$ cat config.mk
export PLATFORM = sky130hd
export DESIGN_NAME = word_packer
export DESIGN_NICKNAME = d
export VERILOG_FILES = /design/src/rtl/word_packer.sv
export SDC_FILE = /design/constraint.sdc
export NUM_CORES = 1
export LEC_CHECK = 0
export CAP_MARGIN = 20
export CORE_MARGIN = 2
export CORE_UTILIZATION = 50
export CTS_BUF_LIST = sky130_fd_sc_hd__clkbuf_8
export CTS_CLUSTER_SIZE = 40
export DETAILED_ROUTE_END_ITERATION = 12
export PLACE_DENSITY = 0.79
export SLEW_MARGIN = 20
export SYNTH_ARGS = -nofsm -noshare
export SYNTH_HDL_FRONTEND = slang
export SYNTH_SLANG_ARGS = --single-unit
$ cat constraint.sdc
create_clock -name clk -period 1.47 [get_ports clk]
set_input_delay 0.441 -clock clk [delete_from_list [all_inputs] [get_ports clk]]
set_output_delay 0.441 -clock clk [all_outputs]
set_load 0.02 [all_outputs]
$ cat src/rtl/word_packer.sv
// Beat-to-word packer: gathers BLOCK_SIZE beats of IN_WIDTH bits into one word,
// with valid/ready on both sides and in_last flushing a zero-padded partial word.
module word_packer #(
   parameter int unsigned IN_WIDTH   = 8,
   parameter int unsigned BLOCK_SIZE = 2,
   parameter int unsigned BIG_ENDIAN = 0
) (
   input  logic                                   clk,
   input  logic                                   reset,
   input  logic                                   in_valid,
   output logic                                   in_ready,
   input  logic [IN_WIDTH-1:0]                    in_data,
   input  logic                                   in_last,
   output logic                                   out_valid,
   input  logic                                   out_ready,
   output logic [IN_WIDTH*BLOCK_SIZE-1:0]         out_data,
   output logic [$clog2(BLOCK_SIZE+1)-1:0]        out_count,
   output logic                                   out_last
);

   localparam int unsigned OUT_WIDTH = IN_WIDTH * BLOCK_SIZE;
   localparam int unsigned CNT_WIDTH = $clog2(BLOCK_SIZE + 1);
   localparam int unsigned IDX_WIDTH = (BLOCK_SIZE > 1) ? $clog2(BLOCK_SIZE) : 1;

   logic [IDX_WIDTH-1:0] idx;
   logic [IDX_WIDTH-1:0] lane;
   logic [OUT_WIDTH-1:0] acc;
   logic [OUT_WIDTH-1:0] merged;
   logic                 accept;
   logic                 complete;

   assign in_ready = !out_valid || out_ready;
   assign accept   = in_valid && in_ready;
   assign complete = (idx == IDX_WIDTH'(BLOCK_SIZE - 1)) || in_last;

   // Unfilled lanes of acc are always zero, so merging is a single lane write.
   always_comb begin
      lane   = (BIG_ENDIAN != 0) ? (IDX_WIDTH'(BLOCK_SIZE - 1) - idx) : idx;
      merged = acc;
      for (int k = 0; k < int'(BLOCK_SIZE); k++) begin
         if (lane == IDX_WIDTH'(k)) begin
            merged[k*IN_WIDTH +: IN_WIDTH] = in_data;
         end
      end
   end

   always_ff @(posedge clk) begin
      if (reset) begin
         idx       <= '0;
         acc       <= '0;
         out_valid <= 1'b0;
         out_data  <= '0;
         out_count <= '0;
         out_last  <= 1'b0;
      end else begin
         if (accept) begin
            if (complete) begin
               out_data  <= merged;
               out_count <= CNT_WIDTH'(idx) + CNT_WIDTH'(1);
               out_last  <= in_last;
               acc       <= '0;
               idx       <= '0;
            end else begin
               acc <= merged;
               idx <= idx + IDX_WIDTH'(1);
            end
         end
         // A new word loading in the drain cycle keeps out_valid high.
         if (accept && complete) begin
            out_valid <= 1'b1;
         end else if (out_ready) begin
            out_valid <= 1'b0;
         end
      end
   end

endmodule
==> results of run 1 <==
==> routing by layer <==
| layer | GRT usage (%) | vias up |
|---|---|---|
| li1 | - | 654 |
| met1 | 28.32 | 653 |
| met2 | 39.91 | 40 |
| met3 | 7.359 | 8 |
| met4 | 10.48 | 0 |
| met5 | 0 | - |
==> worst min path at each step <==
| stage | depth (start not counted) | slack, ns | end | from |
|---|---|---|---|---|
| floorplan | 1 | 0.43 | acc[10] | acc[10] |
| global placement | 1 | 0.44 | acc[13] | acc[13] |
| detailed placement | 1 | 0.45 | acc[12] | acc[12] |
| CTS | 1 | 0.47 | acc[12] | acc[12] |
| global route | 1 | 0.48 | acc[12] | acc[12] |
| finish | 1 | 0.47 | acc[12] | acc[12] |
==> what timing repair did <==
action                     in CTS  in global routing
setup buffers                   0                  0
hold buffers                    0                  0
resized for setup              33                  2
pin swaps                       0                  0
setup endpoints to repair      48                  2
==> state kept, by name (all words and copies together) (netlist names) <==
| signal | cells |
|---|---|
| acc | 16 |
| out_valid | 1 |
| idx | 1 |
| out_count | 2 |
| out_data | 16 |
| out_last | 1 |
==> where the power goes <==
group	total [W]	internal, W	switching [W]
combinational	0.000453	0.000201	0.000251
clock	0.000835	0.000493	0.000342
sequential	0.00109	0.00106	0.0000286
==> synthesized netlist by cell type, types with 2 or more instances <==
master    count
and2_1        8
buf_2         5
buf_6         5
mux2i_1      16
a211oi_2      5
buf_1         2
a211oi_1     11
o21ai_0       8
nor3_1        2
inv_2         2
a31oi_1      17
a21oi_1       9
nand4_1       8
dfxtp_1      37
==> metrics by stage <==
step,hold slack (ns),setup slack (ns),std cells,util [%]
after global routing,0.4807,0.003955,236,69.30
after floorplan,0.4291,0.02331,151,-
after detailed placement,0.4454,-0.6114,229,65.70
after CTS,0.4653,0.01988,236,69.09
after global placement,0.4430,-0.6077,229,65.70
final,0.4669,0.02247,236,69.30
==> cells by family (layout without fill, tap and decap cells) <==
group                  count (synthesis)  after routing  share of synthesized area [%]
AO/OA/AOI/OAI                         54             54                          24.09
flip-flops                            37             37                          46.91
multiplexers                          16             16                          10.14
buffers and inverters                 18             59                          7.527
AND/OR/NAND/NOR                       26             26                          11.33
==> area by class of cell <==
| class | instances | area, um^2 | share of cell area, % |
|---|---|---|---|
| Multi-Input combinational cell | 96 | 732.0 | 34.88 |
| Inverter | 3 | 11.26 | 0.5367 |
| Clock inverter | 2 | 35.03 | 1.670 |
| Clock buffer | 5 | 68.82 | 3.280 |
| Sequential cell | 37 | 740.7 | 35.30 |
| Timing Repair Buffer | 49 | 455.4 | 21.71 |
| Tap cell | 44 | 55.05 | 2.624 |
==> summary.txt, run 1 <==
Status
  • Status: completed

Setup path
  • Worst r2r path cells: 5
  • Worst-path cell chain: dlygate4sd2_1 -> nor2b_4 -> inv_2 -> buf_6
  • Levels on crit path: 4
  • Top delay family on crit path: buffers and inverters
  • Worst path bufs/invs: 3
  • CP max stage cell: dlygate4sd2_1
  • RR Endpoint: out_data[2]
  • Crit path kind: in -> out
  • Crit path arrival time: slightly above 1 ns
  • Worst Setup End Kind: output pin
  • Worst Setup Start Kind: input pin
  • RR Startpoint: idx
  • Worst path max stage delay: 0.26 ns
  • CP Data Required Time: 1.03 ns
  • CP max FO: 2
  • End of the critical path: in_ready
  • Reg2Reg Setup Slack: about 0.19 ns
  • Setup crit start: out_ready

CTS
  • Root Driver: clkbuf_8
  • CTS sink count: 37
  • Worst-case clock buffer depth: 2
  • CTS tree: built
  • CTS buffer count: 5
  • CTS H-Tree Depth: 2
  • Clock Latency Late Sink: between 0.2 and 0.3 ns
  • Clock transition at path regs: approximately 0.07 ns

Routing
  • Antenna-violating nets left: 0
  • Top Metal Used: met4
  • 1st-pass router iterations: 4
  • WL met2: a little under 2000 um
  • Via count: 1,355
  • Vias per inst: approximately 5.7
  • # DRC: 0
  • Routed met1 length: 1616 um
  • Wirelength per Cell: 16.52 um
  • WL final: around 3900 um
  • Starting DRT DRC Count: 79
  • DR WL met3: 211 um

Yosys
  • Mapped Cells: 151
  • Yosys top cell by area: dfxtp_1
  • Yosys warnings: 0
  • Syn Nets: 164
  • Mapped Area: 1579 um^2
  • Yosys cell types: 30
  • Synthesized flop and latch total: 37
  • Async S/R FF share, synth: 0%
  • Share of the yosys chip area belonging to registers: 46.91%
  • Avg Cell Area, Syn: 10.46 um^2
  • Post-synth EDFFs: 0
  • Ys flop type: dfxtp_1
  • Top-area cell type share of the netlist area: 46.91%
  • Top cells by area, synth: dfxtp_1 (47%), mux2i_1 (10%), a31oi_1 (6.7%), a211oi_1 (5.2%), a211oi_2 (4.0%)

Floorplan
  • Die height: 60.20 um
  • FP Rows: 20
  • Initial core utilization: 52.15%
  • I/O pin total: 34
  • Die area: 3623 um^2
  • Die W: 60.20 um
  • Core Footprint: just over 3000 um^2

Global routing
  • Global-route wire length before repair: roughly 6300 um
  • Total GRT Usage: roughly a quarter
  • Overflow after GRT: 0
  • Largest net degree at the start of global routing: 30
  • Vias in the first global route: 1,339
  • Initial antenna violation count: 0

STA
  • Worst Max-Slew Pin Slew: 0.2720 ns
  • Slew Limit Fails: 0
  • Final setup vio count: 0
  • Fin crit period: around 1.4 ns
  • Relative slew margins: 81.35%
  • Clk_skew: roughly 0.008 ns
  • Final number of hold-violating endpoints: 0
  • RSZ-0062 raised after global routing: false
  • Peak Freq: 690.8 MHz
  • Total negative slack: 0 ns
  • Crit share post-route: 98.47%

Final layout
  • Most frequent cells in the layout: dfxtp_1 (37), dlygate4sd2_1 (20), a31oi_1 (17)
  • Commonest non-fill, non-tap cell in the layout: dfxtp_1
  • Antenna Cells: 0
  • Fillers: around 240
  • Design area: 2098 um^2
  • Synth-to-layout area growth: 32.88%
  • Share of layout cells above drive strength 1: 19.79%
  • Layout Nets: 205

Worst hold path
  • Worst Hold Class: reg -> reg

Place
  • DP Area: 1989 um^2
  • Post-DP HPWL: 2738 um
  • RePlAce Congestion: 0.8032
  • IO Port Bufs: 33

Power
  • Pwr Density: ~1100 nW/um^2
  • Pleak: 0.8269 nW
  • Max VDD drop: about 660 uV
  • Power Total: 0.002373 W

Run
  • Max-cap violations: 0
Note: power is estimated with default switching activity, not from simulation.
==> run 2, diff against run 1 <==
Settings changed: CORE_MARGIN 2 to 5, SKIP_LAST_GASP set to 1.
==> summary.txt, run 2 (synthesized netlist as in run 1, its figures left out) <==
Status
  • Status: completed

Final layout
  • Multi-input gate area: 726.9 um^2 (-0.68%)
  • Synth-to-layout area growth: 33.12%
  • Most frequent cells in the layout: dfxtp_1 (37), dlygate4sd2_1 (19), a31oi_1 (17)
  • Layout Nets: 207 (+0.98%)
  • Register area: 740.7 um^2 (unchanged)
  • Final cell count without fillers: 239 (+1.3%)
  • Antenna Cells: 0 (unchanged)
  • Fillers: 256 (+8.5%)
  • Design area: 2102 um^2 (+0.18%)
  • Biggest regs: acc: 16 flops, out_data: 16 flops, out_count: 2 flops
  • Commonest non-fill, non-tap cell in the layout: dfxtp_1
  • Share of layout cells above drive strength 1: 20.51% (+0.72 points)

Run
  • Max-cap violations: 0 (unchanged)

Routing
  • DR WL met3: 172 um (-18%)
  • Wirelength per Cell: 16.38 um (-0.88%)
  • WL final: 3914 um (+0.38%)
  • Vias per inst: 5.607 (-2.3%)
  • Routed met1 length: 1663 um (+2.9%)
  • Top Metal Used: met4
  • WL met2: 1994 um (+0.71%)
  • # DRC: 0 (unchanged)
  • Antenna-violating nets left: 0 (unchanged)
  • Starting DRT DRC Count: 83 (+5.1%)
  • 1st-pass router iterations: 4 (unchanged)
  • Via count: 1,340 (-1.1%)

STA
  • Slew Limit Fails: 0 (unchanged)
  • Peak Freq: 699.9 MHz (+1.3%)
  • Relative slew margins: 79.75% (-1.6 points)
  • Fin crit period: 1.429 ns (-0.01882 ns)
  • RSZ-0062 raised after global routing: true
  • Worst-case setup margin in the final layout: 0.04129 ns (+0.01882 ns)
  • Clk_skew: 0.005985 ns (-0.002147 ns)
  • WHS: 0.4662 ns (-0.0007210 ns)
  • Final number of hold-violating endpoints: 0 (unchanged)
  • Crit share post-route: 97.19% (-1.3 points)
  • Worst Max-Slew Pin Slew: 0.3028 ns (+0.03083 ns)
  • Final setup vio count: 0 (unchanged)

Global routing
  • Vias in the first global route: 1,352 (+0.97%)
  • Total GRT Usage: 19.86% (-4.2 points)
  • Overflow after GRT: 0 (unchanged)
  • Global-route wire length before repair: 6541 um (+4.5%)
  • Largest net degree at the start of global routing: 30 (unchanged)
  • Initial antenna violation count: 0 (unchanged)

Power
  • Net Sw Frac: 28.25% (+2.0 points)
  • Pleak: 0.8290 nW (+0.25%)
  • Internal power: 0.001641 W (-6.2%)
  • Sequential fraction of design power: 47.4% (+1.6 points)
  • Max VDD drop: 678.8 uV (+3.2%)
  • Clock network power share: 32.6% (-2.6 points)
  • Switching power: 0.0006461 W (+3.8%)
  • Combinational power share: 20.0% (+0.9 points)
  • Pwr Density: 1088 nW/um^2 (-3.8%)

CTS
  • CTS buffer count: 5 (unchanged)
  • Hold buffers post-CTS: 0 (unchanged)
  • Root Driver: clkbuf_8
  • Clock Latency Late Sink: 0.30 ns (about the same)
  • CTS tree: built
  • Worst-case clock buffer depth: 2 (unchanged)
  • CTS sink count: 37 (unchanged)
  • CTS H-Tree Depth: 2 (unchanged)
  • Clock transition at path regs: 0.07 ns (about the same)

Floorplan
  • Initial core utilization: 51.72% (-0.43 points)
  • Die area: 4382 um^2 (+21%)
  • Die height: 66.20 um (+10%)
  • Die W: 66.20 um (+10%)
  • I/O pin total: 34 (unchanged)
  • FP Rows: 20 (unchanged)
  • Core Footprint: 3053 um^2 (+0.83%)

Setup path
  • Worst Setup Start Kind: input pin
  • CP Data Required Time: 1.03 ns (about the same)
  • Worst Setup End Kind: output pin
  • Crit path kind: in -> out
  • Crit path arrival time: 0.99 ns (-0.02 ns)
  • Worst path max stage delay: 0.20 ns (-0.06 ns)
  • CP max FO: 2 (unchanged)
  • CP max stage cell: clkdlybuf4s15_1
  • Worst-path cell chain: clkdlybuf4s15_1 -> nor2b_4 -> inv_2 -> buf_4

Place
  • Post-DP HPWL: 2855 um (+4.3%)
  • IO Port Bufs: 33 (unchanged)
  • RePlAce Congestion: 0.7587 (-5.5%)
  • Placed cell count: 229 (unchanged)
  • DP Area: 2002 um^2 (+0.63%)
  • Setup Slack @ Placement: -0.6402 ns (-0.02885 ns)

Worst hold path
  • Worst Hold Class: reg -> reg
[run 2: per-stage QoR]
step                total power [W]  utilization, %  setup TNS [ns]
floorplan                  0.001382               -               0
global placement           0.001569           65.57          -11.21
detailed placement         0.001586           65.57          -12.82
CTS                        0.002288           68.44        -0.02521
global route               0.002386           68.85        -0.01423
finish                     0.002288           68.85               0
[run 2: per-layer routing]
metal  global-route usage [%]  vias up
met5                        0        -
met3                    6.122        9
met4                    7.868        0
li1                         -      652
met1                    22.97      645
met2                    33.83       34
[run 2: area by class of cell]
type                    count  area share (%)
inverters                   3          0.5357
flip-flops and latches     37           35.24
repair buffers             51           22.44
clock buffers               6           3.929
multi-input cells          96           34.58
clock inverters             2          0.6548
well taps                  44           2.619
[run 2: worst paths after layout]
check | startpoint | endpoint | slack (ns) | depth (start not counted)
setup reg to reg | out_valid | out_count[1] | 0.10 | 6
setup / recovery | out_ready | in_ready | 0.04 | 4
hold reg to reg | out_last | out_last | 0.47 | 2
hold / removal | out_last | out_last | 0.47 | 2
[run 2: what timing repair did]
item,in CTS,in global routing
setup endpoints to repair,48,2
gates resized for setup,29,3
buffers inserted,1,1
[run 2: power groups by stage]
stage | Combinational (W) | Clock, W | Sequential [W]
after floorplan | 0.000225 | 0 | 0.00116
after global placement | 0.000464 | 0 | 0.00110
after detailed placement | 0.000477 | 0 | 0.00111
after CTS | 0.000453 | 0.000750 | 0.00108
after global routing | 0.000486 | 0.000809 | 0.00109
final | 0.000457 | 0.000747 | 0.00108
[run 2: worst max-delay path: cells and delay by family]
kind / cells / cell delay (ns)
buffers and inverters: 3 / 0.40
and+or+nand+nor: 1 / 0.15
==> run 3, diff against run 2 <==
Settings changed: PLACE_DENSITY 0.79 to 0.88.
==> summary.txt, run 3 (synthesized netlist as in run 1, its figures left out) <==
Status
  • Status: completed

Power
  • Sequential fraction of design power: 46.2% (-1.2 points)
  • Net Sw Frac: 29.12% (+0.87 points)
  • Switching power: 0.0006827 W (+5.7%)
  • Internal power: 0.001662 W (+1.2%)
  • Max VDD drop: 678.3 uV (about the same)
  • Pleak: 0.8436 nW (+1.8%)
  • Power Total: 0.002345 W (+2.5%)
  • Clock network power share: 32.7% (about the same)
  • Combinational power share: 21.1% (+1.1 points)
  • Pwr Density: 1092 nW/um^2 (+0.34%)

Routing
  • WL final: 4310 um (+10%)
  • Vias per inst: 5.874 (+4.8%)
  • Antenna-violating nets left: 0 (unchanged)
  • Starting DRT DRC Count: 115 (+39%)
  • Wirelength per Cell: 18.11 um (+11%)
  • # DRC: 0 (unchanged)
  • 1st-pass router iterations: 5 (+1)
  • Via count: 1,398 (+4.3%)

Final layout
  • Layout Nets: 206 (-0.48%)
  • Synth-to-layout area growth: 35.97%
  • Antenna Cells: 0 (unchanged)
  • Most frequent cells in the layout: dfxtp_1 (37), dlygate4sd2_1 (19), a31oi_1 (17)
  • Fillers: 232 (-9.4%)
  • Commonest non-fill, non-tap cell in the layout: dfxtp_1
  • Share of layout cells above drive strength 1: 20.62% (+0.11 points)
  • Biggest regs: acc: 16 flops, out_data: 16 flops, out_count: 2 flops

Global routing
  • Vias in the first global route: 1,386 (+2.5%)
  • Total GRT Usage: 21.83% (+2.0 points)
  • Overflow after GRT: 0 (unchanged)
  • Largest net degree at the start of global routing: 30 (unchanged)
  • Initial antenna violation count: 0 (unchanged)
  • Global-route wire length before repair: 7051 um (+7.8%)

Floorplan
  • FP Rows: 20 (unchanged)
  • Die W: 66.20 um (unchanged)
  • I/O pin total: 34 (unchanged)
  • Die area: 4382 um^2 (unchanged)
  • Core Footprint: 3053 um^2 (unchanged)
  • Die height: 66.20 um (unchanged)
  • Initial core utilization: 51.72% (unchanged)

Place
  • IO Port Bufs: 33 (unchanged)
  • Post-DP HPWL: 2872 um (+0.60%)
  • Setup Slack @ Placement: -0.6022 ns (+0.03798 ns)
  • RePlAce Congestion: 0.8164 (+7.6%)

CTS
  • Hold buffers post-CTS: 0 (unchanged)
  • Root Driver: clkbuf_8
  • Clock Latency Late Sink: 0.30 ns (about the same)
  • CTS tree: built
  • Worst-case clock buffer depth: 2 (unchanged)
  • CTS buffer count: 5 (unchanged)
  • CTS H-Tree Depth: 2 (unchanged)
  • CTS sink count: 37 (unchanged)
  • Clock transition at path regs: 0.07 ns (about the same)

Setup path
  • CP Data Required Time: 1.03 ns (about the same)
  • CP max FO: 2 (unchanged)
  • Worst Setup Start Kind: input pin
  • Crit path kind: in -> out
  • Crit path arrival time: 0.99 ns (about the same)
  • Worst Setup End Kind: output pin

STA
  • Crit share post-route: 97.62% (+0.43 points)
  • Worst-case setup margin in the final layout: 0.03498 ns (-0.006316 ns)
  • Final number of hold-violating endpoints: 0 (unchanged)
  • Worst Max-Slew Pin Slew: 0.3481 ns (+0.04535 ns)
  • Peak Freq: 696.9 MHz (-0.44%)
  • RSZ-0062 raised after global routing: true
  • Slew Limit Fails: 0 (unchanged)
  • Relative slew margins: 76.72% (-3.0 points)
  • Final setup vio count: 0 (unchanged)
  • Clk_skew: 0.006853 ns (+0.0008677 ns)
  • Fin crit period: 1.435 ns (+0.006316 ns)
  • WHS: 0.4651 ns (-0.001166 ns)
  • Total negative slack: 0 ns (unchanged)

Worst hold path
  • Worst Hold Class: reg -> reg

Run
  • Max-cap violations: 0 (unchanged)
## run 3: cell count changes in the layout (fill, tap and decap cells not counted), sizes merged
cell | previous run | this run
buf | 19 | 17
bufbuf | 0 | 1
clkdlybuf4s50 | 11 | 10
clkdlybuf4s15 | 2 | 3
## run 3: worst paths after layout
kind	startpoint	endpoint	slack, ns	depth (start not counted)
worst min register to register	acc[8]	acc[8]	0.47	1
worst max-delay path	out_ready	in_ready	0.03	4
worst max register to register	out_valid	out_data[0]	0.18	5
worst min-delay path	acc[8]	acc[8]	0.47	1
## run 3: power by group through the flow
| stage | registers [W] | logic, W | clock network (W) |
|---|---|---|---|
| after floorplan | 0.00116 | 0.000225 | 0 |
| after global placement | 0.00110 | 0.000465 | 0 |
| after detailed placement | 0.00111 | 0.000482 | 0 |
| after CTS | 0.00108 | 0.000477 | 0.000765 |
| after global routing | 0.00109 | 0.000520 | 0.000822 |
| final | 0.00108 | 0.000494 | 0.000767 |
## run 3: metal layers
metal,GRT usage (%),vias up,routed length (um)
li1,-,649,-
met2,34.70,77,2103
met4,11.17,0,144
met1,26.39,655,1686
met5,0,-,0
met3,6.633,17,376
## run 3: layout make-up
class                           instances  area, um^2  share of cell area (%)
Sequential cell                        37       740.7                   34.50
Timing Repair Buffer                   50       509.2                   23.72
Multi-Input combinational cell         96       734.5                   34.21
Clock buffer                            6       82.58                   3.846
Inverter                                3       11.26                  0.5245
Tap cell                               44       55.05                   2.564
Clock inverter                          2       13.76                  0.6410
## run 3: critical path, cell delays in order
cell and delay [ns]:
dlygate4sd2_1 0.25, nor2b_4 0.12, inv_2 0.06, buf_6 0.12
## run 3: repair_timing
action | in CTS | in global routing
gates resized for setup | 30 | 7
cloned | 1 | 0
setup buffers | 1 | 0
pin swaps | 1 | 1
setup endpoints to repair | 41 | 9
## run 3: metrics by stage
step	instance area, um^2	cells	utilization, %
global placement	2007	228	65.74
finish	2147	238	70.33
CTS	2127	238	69.67
floorplan	1579	151	-
global route	2147	238	70.33
detailed placement	2007	228	65.74
